[src/rtl/uart_fsm_receiver_pkg.sv]
// ---------------------------------------------------------------------------
// uart_pkg
// Shared definitions for the UART receiver slice.
//   uart_rx_state_t : receiver FSM states (IDLE, START, DATA, STOP)
//   UART_DATA_BITS  : payload bits per frame (8N1)
//   uart_cnt_width  : width of the per-bit clock counter for a given
//                     CLKS_PER_BIT ($clog2(CLKS_PER_BIT)+1)
// Optional feature macro used by importers: UART_RX_FRAME_ERR_EN
// ---------------------------------------------------------------------------
package uart_pkg;

    typedef enum logic [1:0] {
        IDLE  = 2'd0,
        START = 2'd1,
        DATA  = 2'd2,
        STOP  = 2'd3
    } uart_rx_state_t;

    localparam int UART_DATA_BITS = 8;

    function automatic int uart_cnt_width(input int clks);
        return $clog2(clks) + 1;
    endfunction

endpackage

[src/rtl/uart_fsm_receiver_if.sv]
// ---------------------------------------------------------------------------
// uart_fsm_receiver_if
// Bundles the serial input and the byte-wide result of the receiver.
//   d         : serial line, idle high (driven by the line / transmitter)
//   done      : one-cycle strobe, a valid byte was captured
//   dout      : last received byte
//   frame_err : one-cycle strobe on a bad stop bit (only when
//               UART_RX_FRAME_ERR_EN is defined)
// Modports:
//   master : the receiver (samples d, drives done/dout/frame_err)
//   slave  : the line driver / byte consumer
// ---------------------------------------------------------------------------
interface uart_fsm_receiver_if import uart_pkg::*; ();

    logic                      d;
    logic                      done;
    logic [UART_DATA_BITS-1:0] dout;
`ifdef UART_RX_FRAME_ERR_EN
    logic                      frame_err;

    modport master (input d, output done, output dout, output frame_err);
    modport slave  (output d, input done, input dout, input frame_err);
`else
    modport master (input d, output done, output dout);
    modport slave  (output d, input done, input dout);
`endif

endinterface

[src/rtl/uart_fsm_receiver_bit_timer.sv]
// ---------------------------------------------------------------------------
// uart_bit_timer
// Mid-bit / full-bit tick generator for the UART receiver.
//   clk       : system clock
//   rst       : asynchronous active-low reset
//   clear     : restart the bit-time count from zero on the next edge
//   mid_tick  : counter is at CLKS_PER_BIT/2-1 (middle of a bit)
//   full_tick : counter is at CLKS_PER_BIT-1 (end of a bit time)
// With CLKS_PER_BIT=1 the counter is removed: every clock is a full bit,
// so full_tick is constant 1 and mid_tick is never used.
// ---------------------------------------------------------------------------
module uart_bit_timer
    import uart_pkg::*;
#(
    parameter int CLKS_PER_BIT = 2
) (
    input  logic clk,
    input  logic rst,
    input  logic clear,
    output logic mid_tick,
    output logic full_tick
);

    generate
        if (CLKS_PER_BIT == 1) begin : g_bypass
            logic unused_bypass;
            assign unused_bypass = clk ^ rst ^ clear;
            assign mid_tick      = 1'b0;
            assign full_tick     = 1'b1;
        end else begin : g_count
            localparam int CNT_W = uart_cnt_width(CLKS_PER_BIT);
            localparam logic [CNT_W-1:0] MID_CNT  = CNT_W'(CLKS_PER_BIT / 2 - 1);
            localparam logic [CNT_W-1:0] FULL_CNT = CNT_W'(CLKS_PER_BIT - 1);

            logic [CNT_W-1:0] clk_cnt_reg;

            // Wraps to zero at every bit boundary; clear re-phases the
            // count so that later full ticks land mid-bit.
            always_ff @(posedge clk or negedge rst) begin
                if (!rst) begin
                    clk_cnt_reg <= '0;
                end else if (clear || (clk_cnt_reg == FULL_CNT)) begin
                    clk_cnt_reg <= '0;
                end else begin
                    clk_cnt_reg <= clk_cnt_reg + CNT_W'(1);
                end
            end

            assign mid_tick  = (clk_cnt_reg == MID_CNT);
            assign full_tick = (clk_cnt_reg == FULL_CNT);
        end
    endgenerate

endmodule

[src/rtl/uart_fsm_receiver.sv]
// ---------------------------------------------------------------------------
// uart_fsm_receiver
// 8N1 serial-to-parallel UART receiver. Detects a start bit on bus.d,
// shifts in 8 data bits LSB first, checks the stop bit and presents the
// byte on bus.dout with a one-cycle bus.done strobe.
//   CLKS_PER_BIT : clocks per bit time (1, or 2..65535)
//   clk          : system clock, rising edge
//   rst          : asynchronous active-low reset
//   bus          : uart_fsm_receiver_if.master (d in; done, dout out)
// Optional: define UART_RX_FRAME_ERR_EN to add bus.frame_err, a one-cycle
// strobe raised when the stop bit is sampled low.
// ---------------------------------------------------------------------------
module uart_fsm_receiver
    import uart_pkg::*;
#(
    parameter int CLKS_PER_BIT = 1
) (
    input  logic                       clk,
    input  logic                       rst,
    uart_fsm_receiver_if.master        bus
);

    localparam logic [1:0] ST_IDLE  = IDLE;
    localparam logic [1:0] ST_START = START;
    localparam logic [1:0] ST_DATA  = DATA;
    localparam logic [1:0] ST_STOP  = STOP;

    // One clock per bit: the start bit is taken at face value and the
    // bit timer is bypassed.
    localparam bit SINGLE_CLK = (CLKS_PER_BIT == 1);

    logic [1:0]                state_reg,   state_next;
    logic [2:0]                bit_cnt_reg, bit_cnt_next;
    logic [UART_DATA_BITS-1:0] shift_reg,   shift_next;
    logic [UART_DATA_BITS-1:0] dout_reg,    dout_next;
    logic                      done_reg,    done_next;
`ifdef UART_RX_FRAME_ERR_EN
    logic                      frame_err_reg, frame_err_next;
`endif

    logic timer_clear;
    logic mid_tick;
    logic full_tick;

    uart_bit_timer #(
        .CLKS_PER_BIT (CLKS_PER_BIT)
    ) u_bit_timer (
        .clk       (clk),
        .rst       (rst),
        .clear     (timer_clear),
        .mid_tick  (mid_tick),
        .full_tick (full_tick)
    );

    always_comb begin
        state_next   = state_reg;
        bit_cnt_next = bit_cnt_reg;
        shift_next   = shift_reg;
        dout_next    = dout_reg;
        done_next    = 1'b0;
        timer_clear  = 1'b0;
`ifdef UART_RX_FRAME_ERR_EN
        frame_err_next = 1'b0;
`endif
        case (state_reg)
            ST_IDLE: begin
                // Hold the timer at zero so START counts from the edge
                // that first saw the line low.
                timer_clear = 1'b1;
                if (!bus.d) begin
                    bit_cnt_next = '0;
                    state_next   = SINGLE_CLK ? ST_DATA : ST_START;
                end
            end
            ST_START: begin
                if (mid_tick) begin
                    // Re-phase: later full ticks fall in mid-bit.
                    timer_clear  = 1'b1;
                    bit_cnt_next = '0;
                    state_next   = bus.d ? ST_IDLE : ST_DATA;
                end
            end
            ST_DATA: begin
                if (full_tick) begin
                    shift_next   = {bus.d, shift_reg[UART_DATA_BITS-1:1]};
                    bit_cnt_next = bit_cnt_reg + 3'd1;
                    if (bit_cnt_reg == 3'd7) begin
                        state_next = ST_STOP;
                    end
                end
            end
            ST_STOP: begin
                if (full_tick) begin
                    if (bus.d) begin
                        dout_next = shift_reg;
                        done_next = 1'b1;
                    end else begin
`ifdef UART_RX_FRAME_ERR_EN
                        frame_err_next = 1'b1;
`endif
                    end
                    state_next = ST_IDLE;
                end
            end
            default: begin
                state_next = ST_IDLE;
            end
        endcase
    end

    always_ff @(posedge clk or negedge rst) begin
        if (!rst) begin
            state_reg   <= ST_IDLE;
            bit_cnt_reg <= '0;
            shift_reg   <= '0;
            dout_reg    <= '0;
            done_reg    <= 1'b0;
`ifdef UART_RX_FRAME_ERR_EN
            frame_err_reg <= 1'b0;
`endif
        end else begin
            state_reg   <= state_next;
            bit_cnt_reg <= bit_cnt_next;
            shift_reg   <= shift_next;
            dout_reg    <= dout_next;
            done_reg    <= done_next;
`ifdef UART_RX_FRAME_ERR_EN
            frame_err_reg <= frame_err_next;
`endif
        end
    end

    assign bus.done = done_reg;
    assign bus.dout = dout_reg;
`ifdef UART_RX_FRAME_ERR_EN
    assign bus.frame_err = frame_err_reg;
`endif

endmodule

[src/flat_wrapper.sv]
// flat-port wrapper written by rule: the top's interface ports become plain ports
module uart_fsm_receiver_flat import uart_pkg::*;
#(
    parameter int CLKS_PER_BIT = 1
)
  (clk, rst, bus_d, bus_done, bus_dout);
  uart_fsm_receiver_if bus_i ();
  input  logic clk;
  input  logic rst;
  input wire logic [$bits(bus_i.d)-1:0] bus_d;
  output wire logic [$bits(bus_i.done)-1:0] bus_done;
  output wire logic [$bits(bus_i.dout)-1:0] bus_dout;
  assign bus_i.d = bus_d;
  assign bus_done = bus_i.done;
  assign bus_dout = bus_i.dout;
  uart_fsm_receiver #(.CLKS_PER_BIT(CLKS_PER_BIT)) u_core (.clk(clk), .rst(rst), .bus(bus_i));
endmodule
[config.mk]
export PLATFORM = sky130hd
export DESIGN_NAME = uart_fsm_receiver_flat
export DESIGN_NICKNAME = d
export VERILOG_FILES = /design/src/rtl/uart_fsm_receiver_pkg.sv /design/src/rtl/uart_fsm_receiver_if.sv /design/src/rtl/uart_fsm_receiver_bit_timer.sv /design/src/rtl/uart_fsm_receiver.sv /design/src/flat_wrapper.sv
export SDC_FILE = /design/constraint.sdc
export NUM_CORES = 1
export LEC_CHECK = 0
export ABC_CLOCK_PERIOD_IN_PS = 3300
export CORE_ASPECT_RATIO = 1.25
export CORE_MARGIN = 5
export CORE_UTILIZATION = 55
export CTS_CLUSTER_DIAMETER = 150
export CTS_CLUSTER_SIZE = 30
export DETAILED_ROUTE_END_ITERATION = 8
export PLACE_DENSITY = 0.79
export SYNTH_ARGS = -nofsm -noshare
export SYNTH_HDL_FRONTEND = slang
export SYNTH_SLANG_ARGS = --single-unit
[constraint.sdc]
create_clock -name clk -period 3.3 [get_ports clk]
set_clock_uncertainty 0.05 [all_clocks]
set_input_delay 0.66 -clock clk [delete_from_list [all_inputs] [get_ports clk]]
set_output_delay 0.66 -clock clk [all_outputs]
set_load 0.02 [all_outputs]
==> impl_metrics.toml <==
[run_status]
outcome = "finished clean"

[setup_path]
critPathSlowestCell = "clkdlybuf4s50_1"
crit_family = "buffers and inverters"
critical_path_depth = 1
cp_slowest_stage_delay_ns = 0.61
reg2reg_from = "u_core.state_reg[1]"
crit_fanout = 2
cp-endpoint = "bus_dout[7]"
r2r-end = "u_core.shift_reg[0]"
arrival_ns = 1.28
cp-end-kind = "output pin"
r2r_cells = 2
worstSetupStartpointType = "flip-flop"
crit_chain = "clkdlybuf4s50_1"
crit_required_ns = 2.59
r2r_slack_ns = 1.90
crit_type = "flip-flop to output pin"
cp_num_buf_inv = 1
startpoint = "u_core.bus.dout[7]"

[clock_network]
cts_tree = "yes"
clock_path_buffers = 2
cts.repair.resized = 0
postCtsSetupBuffers = 0
clk_pin_slew_ns = 0.11
cts.sinks = 22
clk-insertion-delay-late_ns = 0.31
cts-buffers-inserted = 3
htree_num_levels = 1
cts_hold_buf = 0
root_buffer = "clkbuf_4"

[global_route]
grt_pass1_wl_mm = 2.37
grt_use_total_pct = 14.0
grt_max_degree = 23
grt_pass1_vias = 513
grt_overflow_total = 0
antenna_found_initial = 0

[power_and_ir_drop]
internal-power_mw = 0.778
clockPowerShare_pct = 12.7
p_seq_share_pct = 43.1
share_comb_of_total_power_pct = 44.3
swShare_pct = 32.2
switchingPower_mw = 0.369
leakage_nw = 0.517
ir_drop_v = 0.000666
powerDensity_mw_per_mm2 = 1100

[logic_synthesis]
yosys_warnings = 0
syn_area_per_cell_um2 = 16.6
yosysSeqAreaShare_pct = 61.3
syn_inst = 54
ys_types = 13
synth-seq-cells = 22
syn-cell-area_um2 = 898
syn_nets = 59

[placed_design]
gp_congestion = 0.663
dpl.hpwl_mm = 1.01
io_buffer_count = 11
post-place-ws_ns = 1.42

[sta]
hold_violations = 0
period_needed_ns = 1.99
setup_viol = 0
worst_slew_margin_rel_pct = 38.0
worst_slew_pin_slew_ns = 0.927
max_freq_mhz = 502
fin_crit_sh_pct = 60.3
rsz0062_at_grt = "false"
drv_slew = 0
tns_ns = 0
finalWorstSetupSlack_ns = 1.31

[die]
start_util_pct = 57.5
fp.dieArea_mm2 = 0.00255
die_w_um = 46.2
die_y_um = 55.2
rows = 16
fp.coreArea_mm2 = 0.00156
ioPinCount = 12

[layout]
final_core_util_pct = 67.1
layout-drive-gt1-share_pct = 35.3
final_common_cell = "dfrtp_1"
multi_input_area_um2 = 313
syn2layout_area_growth_pct = 16.6
fillerInstances = 124
antenna_cells = 0
final_nets = 74
mostFrequentLayoutCells = "dfrtp_1, clkdlybuf4s50_1, mux2_2"
final-seq-area_um2 = 551

[detailed_routing]
ant_nets = 0
routed_wl_mm = 1.36
drc = 0
first_pass_iters = 3
drtIter0Drc = 5
viasPerCell = 5.30
wl_per_cell_um = 15.8
vias = 456

[run]
maxCapViolCount = 0

[hold_path]
hold_path.class = "flip-flop to flip-flop"
layer usage:
metal	GRT usage [%]	wire, µm
met5	0	0
met4	9.95	41
met3	1.94	65
met2	23.2	677
met1	16.3	572
power groups by stage:
stage / sequential (mW) / clock, mW / combinational (mW)
finish: 0.494 / 0.145 / 0.508
CTS: 0.496 / 0.149 / 0.518
global route: 0.511 / 0.160 / 0.552
global placement: 0.493 / 0 / 0.498
detailed placement: 0.501 / 0 / 0.518
floorplan: 0.539 / 0 / 0.341
logic make-up (layout without fill, tap and decap cells):
group                      count (synthesis)  in the layout  synth area share (%)
AOI/OAI and AO/OA                          4              4                  3.62
and+or+nand+nor                            4              4                  4.32
DFF                                       22             22                  61.3
buffers and inverters                      5             19                  3.90
adders and majority gates                  2              2                  2.79
muxes                                     17             17                  24.1
cell usage after synthesis:
master   instances  area share (%)
a22o_2           2             2.2
buf_12           1             2.2
nand3_4          1             2.0
ha_1             2             2.8
nor2b_4          1             1.5
mux2i_1          1             1.1
a21o_1           1            0.84
dfrtp_1         22              61
mux2_4           7              12
mux2_2           9              11
nand2_1          2            0.84
inv_1            4             1.7
o21ai_0          1            0.56
metrics by stage:
stage	total power, mW	cells	area (µm²)	hold slack, ns
floorplan	0.880	54	898	0.314
global placement	0.990	82	1010	0.429
detailed placement	1.02	82	1010	0.442
CTS	1.16	86	1050	0.465
global route	1.22	86	1050	0.491
finish	1.15	86	1050	0.460
layout make-up:
class	count	share of cell area (%)
clock buffers	4	3.46
well taps	18	2.15
multi-input cells	27	29.9
flip-flops and latches	22	52.6
inverters	4	1.43
repair buffers	11	10.5
how the worst min path moves through the flow:
stage | cells after the start | to | start
CTS | 1 | u_core.bit_cnt_reg[0] | u_core.bit_cnt_reg[0]
global placement | 1 | u_core.bit_cnt_reg[0] | u_core.bit_cnt_reg[0]
detailed placement | 1 | u_core.bus.dout[0] | u_core.bus.dout[0]
floorplan | 0 | u_core.bit_cnt_reg[0] | rst
finish | 1 | u_core.bit_cnt_reg[0] | u_core.bit_cnt_reg[0]
global route | 1 | u_core.bus.dout[0] | u_core.shift_reg[0]
(Power assumes the default switching activity.)
==> patch: new RTL, same flow settings <==
Set the package constant `UART_DATA_BITS` to 12 (it was 8).
--- a/src/rtl/uart_fsm_receiver_pkg.sv
+++ b/src/rtl/uart_fsm_receiver_pkg.sv
@@ -16,7 +16,7 @@
         STOP  = 2'd3
     } uart_rx_state_t;
 
-    localparam int UART_DATA_BITS = 8;
+    localparam int UART_DATA_BITS = 12;
 
     function automatic int uart_cnt_width(input int clks);
         return $clog2(clks) + 1;
Ports: changed (resized bus_dout); port bits go from 12 to 16. No check against the original RTL was run, so the function may have changed too.
==> patch against the original RTL <==
Sequential share of layout area grew 0.063 points. Area after synthesis rose by 33%. Global-route usage down 0.44 points. Largest power group unchanged. Cell area is 36% higher. Power up 42%. Setup slack lost 0.013 ns. Sequential cell count grew 8. Wire length up 29%.
==> patch: results (changes against the original RTL) <==
top cells by count, synth: 30 x dfrtp_1, 16 x mux2_2, 8 x mux2_4, 4 x inv_1
Reg2Reg Launch Point: u_core.state_reg[1]$_DFFE_PN0P_
Critical Path Source: u_core.bus.dout[10]$_DFFE_PN0P_
final net count: 98 (+32%)
max incr delay on CP: 0.61 ns (about the same)
r2r worst-path depth: 3 (+1)
initial antenna violation count: 0 (unchanged)
Post-DP HPWL: 1.201 mm (+19%)
Place WS: 1.270 ns (-0.1456 ns)
peak supply drop: 0.6763 mV (+1.6%)
Pre-Repair DR Iteration Count: 4 (+1)
Bufs on Longest Clock Path: 2 (unchanged)
Synth Warn #: 0 (unchanged)
critical hold path startpoint: u_core.bit_cnt_reg[0]$_DFFE_PN0P_
Post-synth ARST share: 100.0% (unchanged)
Critical Path AT: 1.29 ns
FILL cells: 161 (+30%)
final WL: 1.748 mm (+29%)
CP max FO: 2 (unchanged)
gr usage total: 13.53% (-0.44 points)
FF-to-FF setup slack: 1.41 ns (-0.49 ns)
post-synth cell types: 15 (+2)
Worst Hold Depth: 1 (unchanged)
Pleak: 0.6921 nW (+34%)
Via density: 5.409 (+2.0%)
worst hold endpoint: u_core.bit_cnt_reg[0]$_DFFE_PN0P_
CTS clock-pin slew for the worst setup and hold paths: 0.09 ns (-0.02 ns)
relative slew slack: 48.98% (+11 points)
Placer Congestion: 0.6488 (-2.1%)
first-pass GRT wire length: 3.029 mm (+28%)
# placed instances: 107 (+30%)
HP Class: flop to flop
vias in the first global route: 650 (+27%)
postcts setup bufs: 0 (unchanged)
IO buf count: 15 (+4)
ranking of synthesized cells by area: dfrtp_1 63%, mux2_2 15%, mux2_4 10%
share of layout cells above drive strength 1: 39.36% (+4.1 points)
outcome: finished, final reports clean
ANT cells: 0 (unchanged)
Synth Net Count: 77 (+31%)
pin count of the biggest net entering global routing: 31 (+35%)
CP delay by family, top: buffers and inverters
Detailed Route Iter0 Violations: 2 (-3)
Synth Instances: 72 (+33%)
H-Tree Depth: 2 (+1)
sequential share of the synthesized area: 62.76% (+1.5 points)
clock root buffer: clkbuf_4
reg2reg end: u_core.shift_reg[3]$_DFFE_PN0P_
cts bufs inserted: 5 (+2)
CP max stage cell: clkdlybuf4s50_1
CTS resizes: 0 (unchanged)
via count: 622 (+36%)
Clk Latency, worst-skew pair: 0.33 ns (+0.02 ns)
-- patch: cell families after synthesis --
group,share of synthesized area [%]
AO/OA/AOI/OAI,2.720
adder cells (fa/ha/maj),2.092
buffers and inverters,4.498
flip-flops,62.76
multiplexers,25.94
AND/OR/NAND/NOR,1.988
-- patch: final cells by class --
type                            instances  area, um2  area share [%]
Multi-Input combinational cell         35      391.6           27.46
Inverter                                4      15.01           1.053
Sequential cell                        30      750.7           52.63
Clock buffer                            5      37.54           2.632
Tap cell                               21      26.28           1.842
Timing Repair Buffer                   17      165.2           11.58
Clock inverter                          3      40.04           2.807
-- patch: how the worst max path moves through the flow --
stage	endpoint	slack [ns]	depth (start not counted)
after detailed placement	u_core.bus.dout[7]$_DFFE_PN0P_	1.27	3
after global routing	bus_dout[4]	1.22	1
after floorplan	u_core.bus.dout[10]$_DFFE_PN0P_	1.89	3
after global placement	u_core.bus.dout[7]$_DFFE_PN0P_	1.27	3
after CTS	bus_dout[10]	1.27	1
final	bus_dout[10]	1.30	1
-- patch: metal layers --
layer	vias to the layer above	wire, um	global-route usage (%)
met5	-	0	0
met4	0	26	8.852
met3	4	120	7.416
met2	16	869	19.27
met1	309	732	15.28
li1	293	-	-
-- patch: power breakdown --
group	internal (mW)	total (mW)	switching, mW
logic	0.413	0.684	0.271
clock network	0.157	0.280	0.124
registers	0.549	0.662	0.113
total	1.12	1.63	0.507
-- patch: through the flow --
stage	cell area (um2)	hold WS, ns	util, %
2_1_floorplan	1196	0.3144	-
3_3_place_gp	1349	0.4298	63.04
3_5_place_dp	1349	0.4421	63.04
4_1_cts	1426	0.4549	66.67
5_1_grt	1426	0.4780	66.67
6_report	1426	0.4459	66.67
